### src/rtl/instr_fetch_unit_pkg.sv
// -----------------------------------------------------------------------------
// instr_fetch_unit_pkg
// Shared rv32i front-end definitions used by the fetch stage and its buffers.
//   XLEN             : architectural register / address width
//   INSTR_WIDTH      : instruction word width
//   RESET_PC_DEFAULT : default first fetch address after reset
//   fetch_entry_t    : one buffered {pc, instr} pair handed to decode
//   align_word()     : clears the byte-offset bits of an address
// -----------------------------------------------------------------------------
package instr_fetch_unit_pkg;

    localparam int XLEN        = 32;
    localparam int INSTR_WIDTH = 32;

    localparam logic [XLEN-1:0] RESET_PC_DEFAULT = 32'h0000_0000;

    typedef struct packed {
        logic [XLEN-1:0]        pc;
        logic [INSTR_WIDTH-1:0] instr;
    } fetch_entry_t;

    function automatic logic [XLEN-1:0] align_word(input logic [XLEN-1:0] addr);
        return {addr[XLEN-1:2], 2'b00};
    endfunction

endpackage

### src/rtl/instr_fetch_unit_buffer.sv
// -----------------------------------------------------------------------------
// fetch_buffer
// Synchronous DEPTH-entry FIFO. Used twice by the fetch stage: once as the
// queue of addresses still awaiting a memory response, once as the
// {pc, instr} output buffer toward decode.
// Ports:
//   clk, rst   : clock, synchronous active-high reset
//   flush      : empties the FIFO on the next edge (wins over push/pop)
//   push       : write push_data (ignored when full and not popping)
//   push_data  : entry to write
//   pop        : discard head entry (ignored when empty)
//   head       : oldest entry; only meaningful while count != 0
//   count      : number of valid entries, 0..DEPTH
// DEPTH must be a power of two so the pointers wrap naturally.
// -----------------------------------------------------------------------------
module fetch_buffer #(
    parameter int WIDTH = 64,
    parameter int DEPTH = 2,
    localparam int AW   = $clog2(DEPTH),
    localparam int CW   = $clog2(DEPTH + 1)
) (
    input  logic             clk,
    input  logic             rst,
    input  logic             flush,
    input  logic             push,
    input  logic [WIDTH-1:0] push_data,
    input  logic             pop,
    output logic [WIDTH-1:0] head,
    output logic [CW-1:0]    count
);

    logic [WIDTH-1:0] mem [DEPTH];
    logic [AW-1:0]    wr_ptr;
    logic [AW-1:0]    rd_ptr;
    logic             do_push;
    logic             do_pop;

    assign do_pop  = pop && (count != '0);
    // A full FIFO can still accept a write when the head leaves in the same cycle.
    assign do_push = push && ((count != CW'(DEPTH)) || do_pop);

    always_ff @(posedge clk) begin
        if (rst || flush) begin
            wr_ptr <= '0;
            rd_ptr <= '0;
            count  <= '0;
        end else begin
            if (do_push) begin
                mem[wr_ptr] <= push_data;
                wr_ptr      <= wr_ptr + 1'b1;
            end
            if (do_pop) begin
                rd_ptr <= rd_ptr + 1'b1;
            end
            case ({do_push, do_pop})
                2'b10:   count <= count + 1'b1;
                2'b01:   count <= count - 1'b1;
                default: count <= count;
            endcase
        end
    end

    assign head = mem[rd_ptr];

endmodule

### src/rtl/instr_fetch_unit.sv
// -----------------------------------------------------------------------------
// instr_fetch_unit
// Front-end fetch stage of the rv32i core. Owns the PC, issues word-aligned
// requests to instruction memory, and presents in-order {pc, instr} pairs to
// decode through a DEPTH-entry buffer. A redirect from execute restarts
// fetch at the new target and discards everything fetched or still in flight.
//
// Handshakes: every channel transfers on a cycle where valid && ready are both
// high at the rising edge. A raised valid keeps its payload stable until that
// transfer; the only exception is a redirect, which may withdraw
// imem_req_valid and flushes out_valid.
//
// Ports:
//   clk, rst                 : clock, synchronous active-high reset
//   imem_req_valid/ready     : fetch request handshake, address imem_req_addr
//   imem_rsp_valid/data      : in-order memory response (>=1 cycle latency)
//   redirect_valid/pc        : execute redirects fetch this cycle
//   out_valid/ready          : handshake toward decode
//   out_instr, out_pc        : head buffer entry
//   misaligned               : one-cycle pulse, last redirect target not word aligned
// -----------------------------------------------------------------------------
module instr_fetch_unit
    import instr_fetch_unit_pkg::*;
#(
    parameter logic [XLEN-1:0] RESET_PC = RESET_PC_DEFAULT,
    parameter int              DEPTH    = 2
) (
    input  logic                   clk,
    input  logic                   rst,
    output logic                   imem_req_valid,
    input  logic                   imem_req_ready,
    output logic [XLEN-1:0]        imem_req_addr,
    input  logic                   imem_rsp_valid,
    input  logic [INSTR_WIDTH-1:0] imem_rsp_data,
    input  logic                   redirect_valid,
    input  logic [XLEN-1:0]        redirect_pc,
    output logic                   out_valid,
    input  logic                   out_ready,
    output logic [INSTR_WIDTH-1:0] out_instr,
    output logic [XLEN-1:0]        out_pc,
    output logic                   misaligned
);

    localparam int              CW        = $clog2(DEPTH + 1);
    localparam logic [CW:0]     DEPTH_OCC = (CW + 1)'(DEPTH);

    logic [XLEN-1:0] pc;
    logic [CW-1:0]   drop;
    logic [CW-1:0]   inflight;
    logic [CW-1:0]   count;
    logic [CW:0]     occupancy;
    logic [XLEN-1:0] rsp_addr;
    fetch_entry_t    head;
    fetch_entry_t    push_entry;
    logic            pop;
    logic            req_fire;
    logic            rsp_take;
    logic            rsp_keep;

    assign pop = out_valid && out_ready;

    // Slots already committed (in flight + buffered), crediting the entry
    // decode takes this cycle so one instruction per cycle can be sustained.
    assign occupancy = {1'b0, inflight} + {1'b0, count} - {{CW{1'b0}}, pop};

    assign imem_req_valid = !rst && !redirect_valid && (occupancy < DEPTH_OCC);
    assign imem_req_addr  = pc;
    assign req_fire       = imem_req_valid && imem_req_ready;

    // Responses with nothing tracked (e.g. stragglers from before a reset) are ignored.
    assign rsp_take   = imem_rsp_valid && (inflight != '0);
    assign rsp_keep   = rsp_take && (drop == '0) && !redirect_valid;
    assign push_entry = '{pc: rsp_addr, instr: imem_rsp_data};

    // Address of every accepted request, popped as its response returns.
    fetch_buffer #(
        .WIDTH (XLEN),
        .DEPTH (DEPTH)
    ) u_addr_q (
        .clk       (clk),
        .rst       (rst),
        .flush     (1'b0),
        .push      (req_fire),
        .push_data (pc),
        .pop       (rsp_take),
        .head      (rsp_addr),
        .count     (inflight)
    );

    // Output buffer toward decode; a redirect empties it after any handshake
    // in the same cycle has completed.
    fetch_buffer #(
        .WIDTH ($bits(fetch_entry_t)),
        .DEPTH (DEPTH)
    ) u_out_buf (
        .clk       (clk),
        .rst       (rst),
        .flush     (redirect_valid),
        .push      (rsp_keep),
        .push_data (push_entry),
        .pop       (pop),
        .head      (head),
        .count     (count)
    );

    always_ff @(posedge clk) begin
        if (rst) begin
            pc         <= RESET_PC;
            drop       <= '0;
            misaligned <= 1'b0;
        end else begin
            misaligned <= redirect_valid && (redirect_pc[1:0] != 2'b00);
            if (redirect_valid) begin
                pc   <= align_word(redirect_pc);
                // Every response still owed after this cycle belongs to the old path.
                drop <= inflight - CW'(rsp_take);
            end else begin
                if (req_fire) begin
                    pc <= pc + 32'd4;
                end
                if (rsp_take && (drop != '0)) begin
                    drop <= drop - 1'b1;
                end
            end
        end
    end

    assign out_valid = (count != '0);
    assign out_pc    = out_valid ? head.pc    : '0;
    assign out_instr = out_valid ? head.instr : '0;

endmodule
### config.mk
export PLATFORM = sky130hd
export DESIGN_NAME = instr_fetch_unit
export DESIGN_NICKNAME = d
export VERILOG_FILES = /design/src/rtl/instr_fetch_unit_pkg.sv /design/src/rtl/instr_fetch_unit_buffer.sv /design/src/rtl/instr_fetch_unit.sv
export SDC_FILE = /design/constraint.sdc
export NUM_CORES = 1
export LEC_CHECK = 0
export CORE_MARGIN = 3
export CORE_UTILIZATION = 45
export CTS_CLUSTER_DIAMETER = 200
export CTS_CLUSTER_SIZE = 16
export DETAILED_ROUTE_END_ITERATION = 10
export PLACE_DENSITY_LB_ADDON = 0.1
export SYNTH_ARGS = -nofsm -noshare
export SYNTH_HDL_FRONTEND = slang
export SYNTH_SLANG_ARGS = --single-unit
### constraint.sdc
create_clock -name clk -period 10.35 [get_ports clk]
set_input_delay 2.07 -clock clk [delete_from_list [all_inputs] [get_ports clk]]
set_output_delay 2.07 -clock clk [all_outputs]
set_load 0.03 [all_outputs]
Word level (Yosys, flattened, before mapping)
Memories as Yosys holds them, arrays and structs flattened. A register that Yosys moved wholly into a read port is not among the register bits.
Cells that the tools add are included.
{ "word_totals": {"in_bits": 70, "reg_bits": 43, "output_inout_bits": 99, "wordCells": 78, "mem_bits_rw": 192, "n_memories": 2} }
{ "mem_list": {"columns": ["memory", "words", "word_bits", "read_ports", "rd_clocked_by_memory_dff", "write_ports", "line", "source"], "rows": [
  ["u_out_buf.mem", 2, 64, 1, 1, 1, "instr_fetch_unit_buffer.sv:32", "logic [WIDTH-1:0] mem [DEPTH];"],
  ["u_addr_q.mem", 2, 32, 1, 1, 1, "instr_fetch_unit_buffer.sv:32", null]
]} }
{ "classes": {"n_mux": 18, "n_lt_le_gt_ge": 1, "addsub": 13, "reduce_logical": 28, "eq_ne": 6} }
{ "op_table": {"columns": ["cell", "n"], "rows": [
  ["$mux W32", 4],
  ["$add A32 B3 Y32 const B", 1],
  ["$reduce_bool A2 Y1", 8],
  ["$logic_and A1 B1 Y1", 13],
  ["$mux W1", 10],
  ["$pmux W2 S2", 2],
  ["$sub A2 B1 Y2 const B", 3],
  ["$add A1 B1 Y1 const B", 4],
  ["$add A2 B1 Y2 const B", 2],
  ["$eq A2 B1 Y1 const B", 2],
  ["$eq A2 B2 Y1 const B", 2],
  ["$mux W2", 2],
  ["$ne A2 B2 Y1 const B", 2],
  ["$add A2 B2 Y3", 1],
  ["$logic_or A1 B1 Y1", 3],
  ["$lt A3 B2 Y1 const B", 1],
  ["$sub A3 B1 Y3", 1],
  ["$logic_not A1 Y1", 2],
  ["$logic_not A2 Y1", 1],
  ["$reduce_or A2 Y1", 1],
  ["$sub A2 B1 Y2", 1]
]} }

Longest topological paths before layout
Gate-level depths: netlist (run 1).
{ "logic_depth": {"word_depth": 10, "depth_mapped": 15, "depth_no_buf": 13} }

Cells and area by module
From an unflattened synthesis (run 1), not the netlist that was laid out.
{ "hier_totals": {"cells_unflattened": 686, "area_unflattened_um2": 9957.0} }
{ "modules_own_cells": {"columns": ["module", "seq_area_each_um2", "cells_each", "n_inst", "area_per_inst_um2"], "rows": [
  ["fetch_buffer (u_out_buf)", 3943.8, 226, 1, 4844.6],
  ["instr_fetch_unit", 660.6, 333, 1, 2566.2],
  ["fetch_buffer (u_addr_q)", 2021.9, 127, 1, 2546.2]
]} }

Worst setup path before layout (run 1)
Ideal clock, no wire load.
{ "synth_timing": {"path_type": "input port to flip-flop", "startpoint": "input imem_rsp_valid", "endpoint": "memory u_out_buf.mem[1][0] (enable)", "path_buffers": 1, "required_time_ns": 9.693, "slack_ns": 0.440, "t_arrival_ns": 9.253, "setup_ns": 0.657, "stages": 4, "cell_sequence": "o21ai_0 > or3b_2 > buf_2 > nor4b_1"} }
{ "synth_via": {"elab_chain_len": 7} }
{ "synth_rtl": {"columns": ["element", "line", "source"], "rows": [
  ["start: declaration", "instr_fetch_unit.sv:33", "input logic imem_rsp_valid,"],
  ["$logic_and A1 B1 Y1", "instr_fetch_unit.sv:71", "assign rsp_take = imem_rsp_valid && (inflight != '0);"],
  ["$logic_and A1 B1 Y1 (2 in a row)", "instr_fetch_unit.sv:72", "assign rsp_keep = rsp_take && (drop == '0) && !redirect_valid;"],
  ["$logic_and A1 B1 Y1", "instr_fetch_unit_buffer.sv:40", "assign do_push = push && ((count != CW'(DEPTH)) || do_pop);"],
  ["$mux W1", "instr_fetch_unit_buffer.sv:48", "if (do_push) begin"],
  ["$mux W1", "instr_fetch_unit_buffer.sv:43", "if (rst || flush) begin"],
  ["$mux W1 (implied by the code)", "instr_fetch_unit_buffer.sv:49", "mem[wr_ptr] <= push_data;"],
  ["end: declaration", "instr_fetch_unit_buffer.sv:32", null]
]} }
No other way between the ends.

Worst setup path after layout (run 1)
{ "layout_timing": {"startpoint": "input out_ready", "endpoint": "output imem_req_valid"} }
{ "layout_via": {"elab_chain_len": 4} }
{ "layout_rtl": {"columns": ["element", "line", "source"], "rows": [
  ["start: declaration", "instr_fetch_unit.sv:38", "input logic out_ready,"],
  ["$logic_and A1 B1 Y1", "instr_fetch_unit.sv:60", "assign pop = out_valid && out_ready;"],
  ["$sub A3 B1 Y3", "instr_fetch_unit.sv:64", "assign occupancy = {1'b0, inflight} + {1'b0, count} - {{CW{1'b0}}, pop};"],
  ["$lt A3 B2 Y1", "instr_fetch_unit.sv:66", "assign imem_req_valid = !rst && !redirect_valid && (occupancy < DEPTH_OCC);"],
  ["$logic_and A1 B1 Y1", "instr_fetch_unit.sv:66", null],
  ["end: declaration", "instr_fetch_unit.sv:30", "output logic imem_req_valid,"]
]} }
No other way between the ends.

==> qor.csv, run 1 <==
stage,metric,value,unit
sta,Final Setup Violations,0,
synth,ys async rst share,0,
setup_path,FF-to-FF path depth,13,
layout,# nets final,913,
floorplan,Die H,151,um
drt,drt total wl,19.5,mm
grt,initial antenna violation count,0,
clock_network,CTS Buf Count,18,
layout,fill count,1644,
sta,post-route setup slack,3.40,ns
layout,post-layout util,0.582,
setup_path,Worst Path Arrival,4.88,ns
placed_design,DP HPWL,12.4,mm
flow_run,Max Cap Viol,0,
grt,total grt overflow,0,
synth,Ys Warns,0,
drt,# DRC,0,
floorplan,Initial Util,0.462,
placed_design,Routability Congestion,0.790,
sta,Layout Skew,0.0217,ns
clock_network,CTS Sinks,227,
layout,share of cells above drive strength 1,0.0884,
synth,syn_area_per_cell,13.8,um2
synth,largest family of logic cells by synthesized area,multiplexers,
synth,mapped cell area,9410,um2
synth,Post-Synth XOR/XNOR Area,0.0289,
power_and_ir_drop,worst vdd ir,142,uV
clock_network,CTS tree,done,
outcome,status,finished clean,
sta,Final Hold Viols,0,
synth,Synth Area in Compound Gates,0.0422,
sta,f_max,144,MHz
clock_network,Worst-path clk slew,0.07,ns
layout,multi-input combinational cell area,2820,um2
synth,Yosys cell types,48,
sta,Max-slew headroom,0.176,
clock_network,Worst-Skew Late Latency,0.49,ns
setup_path,required time of the critical path,8.28,ns
clock_network,clock buffer depth,3,
drt,Antenna Nets Post-Route,0,
sta,unrepaired setup endpoints after global routing,no,
grt,largest net degree at the start of global routing,69,
sta,Max Slew Vio Count,0,
layout,Area Growth Syn to Fin,26.0,%
sta,Tightest Pin Transition,1.22,ns
synth,most common flop cell mapped by yosys,edfxtp_1,
power_and_ir_drop,Pwr Density,165,nW/um2
power_and_ir_drop,leakage,3.77,nW
placed_design,DP Cell Count,1086,
drt,initial drt markers,304,
drt,WL per Instance,17.4,um
synth,Synth Register Bits,227,
sta,Final min period,6.95,ns
grt,vias in the first global route,6001,
min_path,hold-critical path depth,2,
layout,"commonest cells after routing, fill and taps aside","edfxtp_1, clkdlybuf4s50_1, nor2_1, mux2i_1, dfxtp_1",
grt,GRT Total Usage,0.172,
clock_network,postcts setup bufs,0,
drt,vias per cell,5.20,
setup_path,worst-path fanout max,6,
floorplan,die area,22700,um2
synth,post-synthesis adder-cell area fraction,0.0101,
drt,Pre-antenna DRT Iters,4,
placed_design,dpl ws,3.41,ns
synth,post-synthesis mux area share,0.112,
floorplan,Cell Rows,52,
layout,register area,6390,um2
floorplan,Die Wd,151,um
setup_path,Critical Path Start Type,input pin,
clock_network,H-tree levels,1,
layout,Non-Filler Instances,1118,
synth,Post-synth EDFFs,184,
sta,WHS,0.506,ns
clock_network,cells resized by post-CTS repair,0,
sta,post-route clock period utilization,0.671,
drt,DR vias,5814,
clock_network,root buf cell,clkbuf_16,
setup_path,Crit Path Class,input pin to output port,
setup_path,crit end category,output port,
layout,Antenna Diode Count,0,
min_path,worst min-delay path class,register to register,
synth,post-synthesis simple-gate area fraction,0.102,
floorplan,# IOs,169,
floorplan,core area,20400,um2
sta,post-route setup TNS,0,ns
synth,Mapped Cells,680,
placed_design,Port-buffer cells,164,
layout,"commonest non-fill, non-tap cell in the layout",edfxtp_1,
clock_network,CTS Hold Bufs,0,
grt,first-pass GRT wire length,30.8,mm
synth,post-synthesis sequential area ratio,0.679,
per-stage QoR:
stage	power (mW)	cell area, um2
floorplan	1.24	9420
global placement	1.33	11300
detailed placement	1.34	11300
CTS	1.99	11900
global route	2.05	11900
finish	1.96	11900
report_power, final:
| part | switching [mW] | total (mW) | internal (mW) |
|---|---|---|---|
| registers | 0.0306 | 1.07 | 1.04 |
| logic | 0.135 | 0.251 | 0.116 |
| clock network | 0.298 | 0.643 | 0.345 |
synth_stat cells (15+ instances only):
cell      count  area [um2]
a21oi_1      16        80.1
clkbuf_1     26        97.6
dfxtp_1      43         861
edfxtp_1    184        5530
inv_1        18        67.6
mux2_2       32         360
mux2i_1      68         681
nand2_1      17        63.8
nand4_1      16         100
nor2_1       95         357
xnor2_1      16         140
xor2_1       15         131
metal layers:
| layer | track usage | vias to the layer above | share of wire |
|---|---|---|---|
| met5 | 0 | - | 0 |
| met4 | 0.0444 | 0 | 0.021 |
| met3 | 0.0385 | 34 | 0.069 |
| met2 | 0.294 | 186 | 0.48 |
| met1 | 0.223 | 2787 | 0.43 |
| li1 | - | 2807 | - |
path summary, 6_finish.rpt:
check	startpoint	end	slack, ns
max	out_ready	imem_req_valid	3.40
max reg2reg	u_out_buf.count[0]	u_addr_q.count[1]	6.79
min	u_addr_q.rd_ptr	register	0.51
min reg2reg	u_addr_q.rd_ptr	register	0.51
flip-flops by register name, summed over array words and instances (netlist names), named ones only:
signal / cells
misaligned: 1
u_addr_q.count: 2
u_out_buf.wr_ptr: 1
u_out_buf.rd_ptr: 1
u_addr_q.wr_ptr: 1
u_addr_q.rd_ptr: 1
drop: 2
u_addr_q.mem: 60
u_out_buf.mem: 124
u_out_buf.count: 2
imem_req_addr: 30
worst max-delay path, cell delays in order:
cell             delay, ns
clkdlybuf4s50_1       0.59
nor2b_1               0.24
ha_1                  0.25
nand2b_1              0.15
fa_1                  0.39
xnor2_1               0.20
nor4b_1               0.27
clkdlybuf4s50_1       0.72
logic make-up after synthesis:
group,after synthesis
xor+xnor,31
fa+ha+maj,7
buf+inv,58
simple gates,194
mux,101
compound gates,61
flops,227
other cells,1
area by class of cell:
cell class,count,share of cell area
flip-flops and latches,227,0.539
multi-input cells,398,0.238
repair buffers,173,0.144
clock buffers,31,0.0439
well taps,270,0.0285
inverters,18,0.00570
clock inverters,1,0.00137
Power figures use the tool's default switching activity.
==> run 2, diff against run 1 <==
clock period = 6.07 ns   (was 10.35 ns; I/O delays follow)
==> run 2 against run 1 <==
Via count up 0.93%. Non-clock buffer count stayed put. Clock skew shrank 0.0046 ns. Combinational power grew 71%. Global-route usage down 0.31 points. Power grew 71%. Setup slack worse by 2.7 ns. Final area is 0.11% higher. Critical path depth unchanged. Sequential power is 70% higher.
==> qor.csv, run 2 (same netlist as run 1, synthesis figures left out) <==
stage,metric,value,unit,change
outcome,status,finished clean,,unchanged
floorplan,Cell Rows,52,,unchanged
setup_path,worst-path fanout max,6,,unchanged
layout,share of cells above drive strength 1,0.0896,,was 0.0884
power_and_ir_drop,share of power burned in registers,0.544,,was 0.545
drt,Antenna Nets Post-Route,0,,unchanged
drt,Pre-antenna DRT Iters,5,,was 4
grt,first-pass GRT wire length,30.4,mm,was 30.8 mm
power_and_ir_drop,Internal,2.56,mW,was 1.50 mW
layout,Antenna Diode Count,0,,unchanged
sta,unrepaired setup endpoints after global routing,no,,unchanged
setup_path,slowest library cell on the worst path,clkdlybuf4s50_1,,unchanged
sta,WHS,0.522,ns,was 0.506 ns
sta,Final min period,5.34,ns,
sta,Max Slew Vio Count,0,,unchanged
drt,# DRC,0,,unchanged
drt,vias per cell,5.25,,was 5.20
sta,f_max,187,MHz,
clock_network,CTS Buf Count,18,,unchanged
power_and_ir_drop,sw power,0.788,mW,was 0.463 mW
clock_network,clock buffer depth,3,,unchanged
setup_path,crit end category,output port,,unchanged
placed_design,DP HPWL,12.7,mm,was 12.4 mm
floorplan,Die H,151,um,unchanged
floorplan,Initial Util,0.462,,unchanged
clock_network,postcts setup bufs,0,,unchanged
clock_network,cells resized by post-CTS repair,0,,unchanged
setup_path,Worst Path Arrival,4.12,ns,was 4.88 ns
placed_design,dpl ws,0.733,ns,was 3.41 ns
layout,fill count,1640,,"was 1,644"
power_and_ir_drop,worst vdd ir,164,uV,was 142 uV
power_and_ir_drop,Sw Share,0.235,,was 0.236
clock_network,Worst-Skew Late Latency,0.48,ns,was 0.49 ns
setup_path,crit path cell chain,clkdlybuf4s50_1 > nor2b_1 > ha_1 > nand2b_1 > fa_1 > xnor2_1 > nor4b_1 > clkdlybuf4s50_1,,unchanged
sta,post-route setup TNS,0,ns,unchanged
drt,DR vias,5868,,"was 5,814"
power_and_ir_drop,leakage,3.77,nW,about the same
layout,design area,11900,um2,about the same
drt,initial drt markers,421,,was 304
layout,max reg flops,124,,unchanged
grt,total grt overflow,0,,unchanged
setup_path,required time of the critical path,4.86,ns,was 8.28 ns
clock_network,CTS tree,done,,unchanged
clock_network,CTS Sinks,227,,unchanged
setup_path,worst r2r src,u_out_buf.count[0],,unchanged
sta,Layout Skew,0.0171,ns,was 0.0217 ns
setup_path,Most Frequent Cell on Critical Path,clkdlybuf4s50_1,,unchanged
floorplan,core area,20400,um2,unchanged
drt,drt total wl,19.7,mm,was 19.5 mm
sta,Tightest Pin Transition,1.08,ns,was 1.22 ns
power_and_ir_drop,Pwr Density,282,nW/um2,was 165 nW/um2
layout,"commonest cells after routing, fill and taps aside","edfxtp_1, clkdlybuf4s50_1, nor2_1, mux2i_1, dfxtp_1",,unchanged
setup_path,CP startpoint,out_ready,,unchanged
sta,post-route setup slack,0.732,ns,was 3.40 ns
power_and_ir_drop,Gate power share,0.129,,was 0.128
setup_path,CP bufs+invs,2,,unchanged
sta,Final Setup Violations,0,,unchanged
setup_path,cell count along the critical path,8,,unchanged
grt,GRT Total Usage,0.169,,was 0.172
power_and_ir_drop,Pwr Total,3.35,mW,was 1.96 mW
sta,Final Hold Viols,0,,unchanged
setup_path,Worst path max stage delay,0.74,ns,was 0.72 ns
setup_path,Crit Path Class,input pin to output port,,unchanged
setup_path,FF-to-FF path depth,11,,was 13
layout,Top reg by flops,u_out_buf.mem,,unchanged
layout,Area Growth Syn to Fin,26.2,%,was 26.0%
clock_network,Worst-path clk slew,0.07,ns,about the same
setup_path,worst setup path endpoint,imem_req_valid,,unchanged
layout,# nets final,913,,unchanged
floorplan,Die Wd,151,um,unchanged
clock_network,root buf cell,clkbuf_16,,unchanged
drt,WL per Instance,17.6,um,was 17.4 um
placed_design,Port-buffer cells,164,,unchanged
sta,Max-slew headroom,0.270,,was 0.176
grt,largest net degree at the start of global routing,69,,unchanged
placed_design,Routability Congestion,0.790,,about the same
floorplan,die area,22700,um2,unchanged
clock_network,H-tree levels,1,,unchanged
clock_network,CTS Hold Bufs,0,,unchanged
setup_path,r2r setup slk,2.65,ns,was 6.79 ns
floorplan,# IOs,169,,unchanged
sta,post-route clock period utilization,0.879,,
placed_design,Area after DPL,11300,um2,about the same
grt,vias in the first global route,5831,,"was 6,001"
layout,"commonest non-fill, non-tap cell in the layout",edfxtp_1,,unchanged
setup_path,Critical Path Start Type,input pin,,unchanged
setup_path,reg-to-reg endpoint,imem_req_addr[12],,was u_addr_q.count[1]
power_and_ir_drop,clock power share,0.327,,was 0.328
grt,initial antenna violation count,0,,unchanged
flow_run,Max Cap Viol,0,,unchanged
min_path,worst min-delay path class,register to register,,unchanged
setup_path,crit-path leading delay family,buffers and inverters,,unchanged
[run 2: changes by cell type in the layout (fill, tap and decap cells not counted)]
cell,before,now
clkinv_8,1,0
nor4_4,0,1
inv_12,0,1
buf_2,1,2
nor4b_2,1,0
nor4_2,1,0
nor4b_4,0,1
clkdlybuf4s50_1,163,162
[run 2: stage by stage]
step                      cells   util
after CTS                  1118  0.583
after global placement     1086  0.556
after detailed placement   1086  0.556
final                      1118  0.583
after global routing       1118  0.583
after floorplan             683      -
[run 2: how the worst min path moves through the flow]
stage,startpoint,endpoint,slack (ns),cells after the start
2_1_floorplan,u_addr_q.rd_ptr,register,0.47,2
3_3_place_gp,u_addr_q.rd_ptr,u_addr_q.rd_ptr,0.49,2
3_5_place_dp,u_addr_q.rd_ptr,register,0.50,2
4_1_cts,u_addr_q.rd_ptr,register,0.52,2
5_1_grt,u_addr_q.rd_ptr,register,0.55,2
6_report,u_addr_q.rd_ptr,register,0.52,2
[run 2: layout make-up]
type / count / area (um2) / area share
flip-flops and latches: 227 / 6390 / 0.538
multi-input cells: 398 / 2840 / 0.239
repair buffers: 173 / 1700 / 0.143
clock buffers: 31 / 520 / 0.0439
well taps: 270 / 338 / 0.0285
inverters: 18 / 67.6 / 0.00569
clock inverters: 1 / 16.3 / 0.00137
[run 2: per-layer routing]
layer / up-vias / track usage / share of wire
li1: 2805 / - / -
met1: 2828 / 0.226 / 0.44
met2: 205 / 0.289 / 0.48
met3: 30 / 0.0340 / 0.069
met4: 0 / 0.0345 / 0.013
met5: - / 0 / 0
[run 2: worst register-to-register path, delay by kind of cell, from the launching register on]
family,cells,cell delay (ns)
compound gates,1,0.12
mux,1,0.31
simple gates,6,1.35
flops,1,0.49
fa+ha+maj,2,0.82
buf+inv,1,0.25
[run 2: power groups by stage]
| stage | Sequential [mW] | Clock, mW | Combinational, mW |
|---|---|---|---|
| after global placement | 1.85 | 0 | 0.419 |
| final | 1.82 | 1.09 | 0.430 |
| after detailed placement | 1.86 | 0 | 0.433 |
| after CTS | 1.82 | 1.13 | 0.435 |
| after global routing | 1.83 | 1.19 | 0.468 |
| after floorplan | 1.87 | 0 | 0.252 |
==> run 3, diff against run 2 <==
TNS_END_PERCENT = 20   (was not set)
==> run 3 against run 2 <==
Wire length down 1.3%. Core utilization is 0.080 points lower. Largest cell class unchanged. Sequential power about the same. Maximum frequency up 0.57%. Via count down 0.90%. Clock skew down 0.00057 ns. Global-route usage hardly changed. Highest routed layer unchanged. Cell count barely moved. Register-to-register slack about the same.
==> qor.csv, run 3 (same netlist as run 1, synthesis figures left out) <==
stage,metric,value,unit,change
outcome,status,finished clean,,unchanged
drt,initial drt markers,327,,was 421
sta,Final min period,5.31,ns,was 5.34 ns
floorplan,Die Wd,151,um,unchanged
grt,GRT Total Usage,0.169,,about the same
setup_path,slowest library cell on the worst path,clkdlybuf4s50_1,,unchanged
sta,post-route setup TNS,0,ns,unchanged
clock_network,clock buffer depth,3,,unchanged
drt,DR vias,5815,,"was 5,868"
grt,initial antenna violation count,0,,unchanged
drt,# DRC,0,,unchanged
layout,share of cells above drive strength 1,0.0885,,was 0.0896
setup_path,worst r2r src,u_out_buf.count[0],,unchanged
sta,Tightest Pin Transition,1.19,ns,was 1.08 ns
setup_path,Critical Path Start Type,input pin,,unchanged
layout,fill count,1635,,"was 1,640"
clock_network,CTS Hold Bufs,0,,unchanged
setup_path,Worst Path Arrival,4.09,ns,was 4.12 ns
drt,vias per cell,5.21,,was 5.25
sta,f_max,188,MHz,was 187 MHz
flow_run,Max Cap Viol,0,,unchanged
layout,Antenna Diode Count,0,,unchanged
sta,Final Hold Viols,0,,unchanged
setup_path,CP startpoint,out_ready,,unchanged
placed_design,DP HPWL,12.5,mm,was 12.7 mm
sta,Layout Skew,0.0165,ns,was 0.0171 ns
sta,Final Setup Violations,0,,unchanged
setup_path,Worst path max stage delay,0.73,ns,was 0.74 ns
sta,Max-slew headroom,0.200,,was 0.270
setup_path,required time of the critical path,4.86,ns,about the same
clock_network,root buf cell,clkbuf_16,,unchanged
clock_network,cells resized by post-CTS repair,0,,unchanged
setup_path,crit-path leading delay family,buffers and inverters,,unchanged
grt,largest net degree at the start of global routing,69,,unchanged
grt,first-pass GRT wire length,30.3,mm,was 30.4 mm
drt,WL per Instance,17.4,um,was 17.6 um
placed_design,Port-buffer cells,164,,unchanged
clock_network,CTS Buf Count,18,,unchanged
layout,"commonest non-fill, non-tap cell in the layout",edfxtp_1,,unchanged
sta,Max Slew Vio Count,0,,unchanged
layout,"commonest cells after routing, fill and taps aside","edfxtp_1, clkdlybuf4s50_1, nor2_1, mux2i_1, dfxtp_1",,unchanged
floorplan,Die H,151,um,unchanged
clock_network,CTS Sinks,227,,unchanged
drt,Pre-antenna DRT Iters,5,,unchanged
clock_network,postcts setup bufs,0,,unchanged
layout,max reg flops,124,,unchanged
sta,WHS,0.532,ns,was 0.522 ns
sta,unrepaired setup endpoints after global routing,no,,unchanged
floorplan,core area,20400,um2,unchanged
clock_network,Worst-path clk slew,0.07,ns,about the same
setup_path,crit end category,output port,,unchanged
floorplan,Initial Util,0.462,,unchanged
power_and_ir_drop,Pwr Density,282,nW/um2,about the same
power_and_ir_drop,leakage,3.76,nW,was 3.77 nW
floorplan,die area,22700,um2,unchanged
setup_path,CP bufs+invs,2,,unchanged
drt,drt total wl,19.4,mm,was 19.7 mm
setup_path,Most Frequent Cell on Critical Path,clkdlybuf4s50_1,,unchanged
min_path,worst min-delay path class,register to register,,unchanged
placed_design,Routability Congestion,0.804,,was 0.790
setup_path,worst-path fanout max,6,,unchanged
drt,Antenna Nets Post-Route,0,,unchanged
grt,vias in the first global route,5803,,"was 5,831"
clock_network,H-tree levels,1,,unchanged
sta,post-route clock period utilization,0.874,,was 0.879
floorplan,# IOs,169,,unchanged
layout,Top reg by flops,u_out_buf.mem,,unchanged
floorplan,Cell Rows,52,,unchanged
min_path,min-delay src,u_addr_q.rd_ptr,,unchanged
layout,Area Growth Syn to Fin,26.0,%,was 26.2%
setup_path,Crit Path Class,input pin to output port,,unchanged
clock_network,CTS tree,done,,unchanged
power_and_ir_drop,worst vdd ir,157,uV,was 164 uV
clock_network,Worst-Skew Late Latency,0.49,ns,was 0.48 ns
setup_path,crit path cell chain,clkdlybuf4s50_1 > nor2b_1 > ha_1 > nand2b_1 > fa_1 > xnor2_1 > nor4b_1 > clkdlybuf4s50_1,,unchanged
layout,# nets final,912,,was 913
grt,total grt overflow,0,,unchanged
==> run 3: where the power goes <==
| group | switching, mW | internal, mW |
|---|---|---|
| logic | 0.229 | 0.197 |
| registers | 0.0516 | 1.77 |
| clock network | 0.507 | 0.588 |
| total | 0.788 | 2.56 |
==> run 3: final timing paths <==
check                      end  depth (start not counted)  slack, ns
min            u_addr_q.rd_ptr                          2       0.53
min reg2reg    u_addr_q.rd_ptr                          2       0.53
max reg2reg  imem_req_addr[12]                         11       2.65
max             imem_req_valid                          8       0.76
==> run 3: area by class of cell <==
class	count	area, um2	area share
flip-flops and latches	227	6390	0.539
multi-input cells	398	2830	0.239
repair buffers	172	1690	0.143
clock buffers	31	520	0.0439
well taps	270	338	0.0285
inverters	18	67.6	0.00570
clock inverters	1	16.3	0.00137
==> run 3: routing by layer <==
metal	routed length, um	GRT usage
met4	401	0.0499
met3	1440	0.0355
met2	9140	0.280
met1	8460	0.226
met5	0	0
==> run 3: worst register-to-register path: stages, from the launching register on <==
cell       delay [ns]
dfxtp_1          0.47
nor2_4           0.05
nor2b_1          0.22
ha_1             0.27
nand2b_1         0.17
fa_1             0.56
nand4bb_4        0.13
or2_1            0.24
buf_4            0.24
or4_4            0.56
mux2_4           0.31
a21oi_2          0.12
==> run 3: through the flow <==
stage                util  instance area, um2  power, mW  instances  worst slack, ns
floorplan               -                9420       2.12        683            -2.44
global placement    0.556               11300       2.27       1085            0.856
detailed placement  0.556               11300       2.29       1085            0.773
CTS                 0.582               11900       3.38       1117            0.750
global route        0.582               11900       3.48       1117            0.552
finish              0.582               11900       3.34       1117            0.762
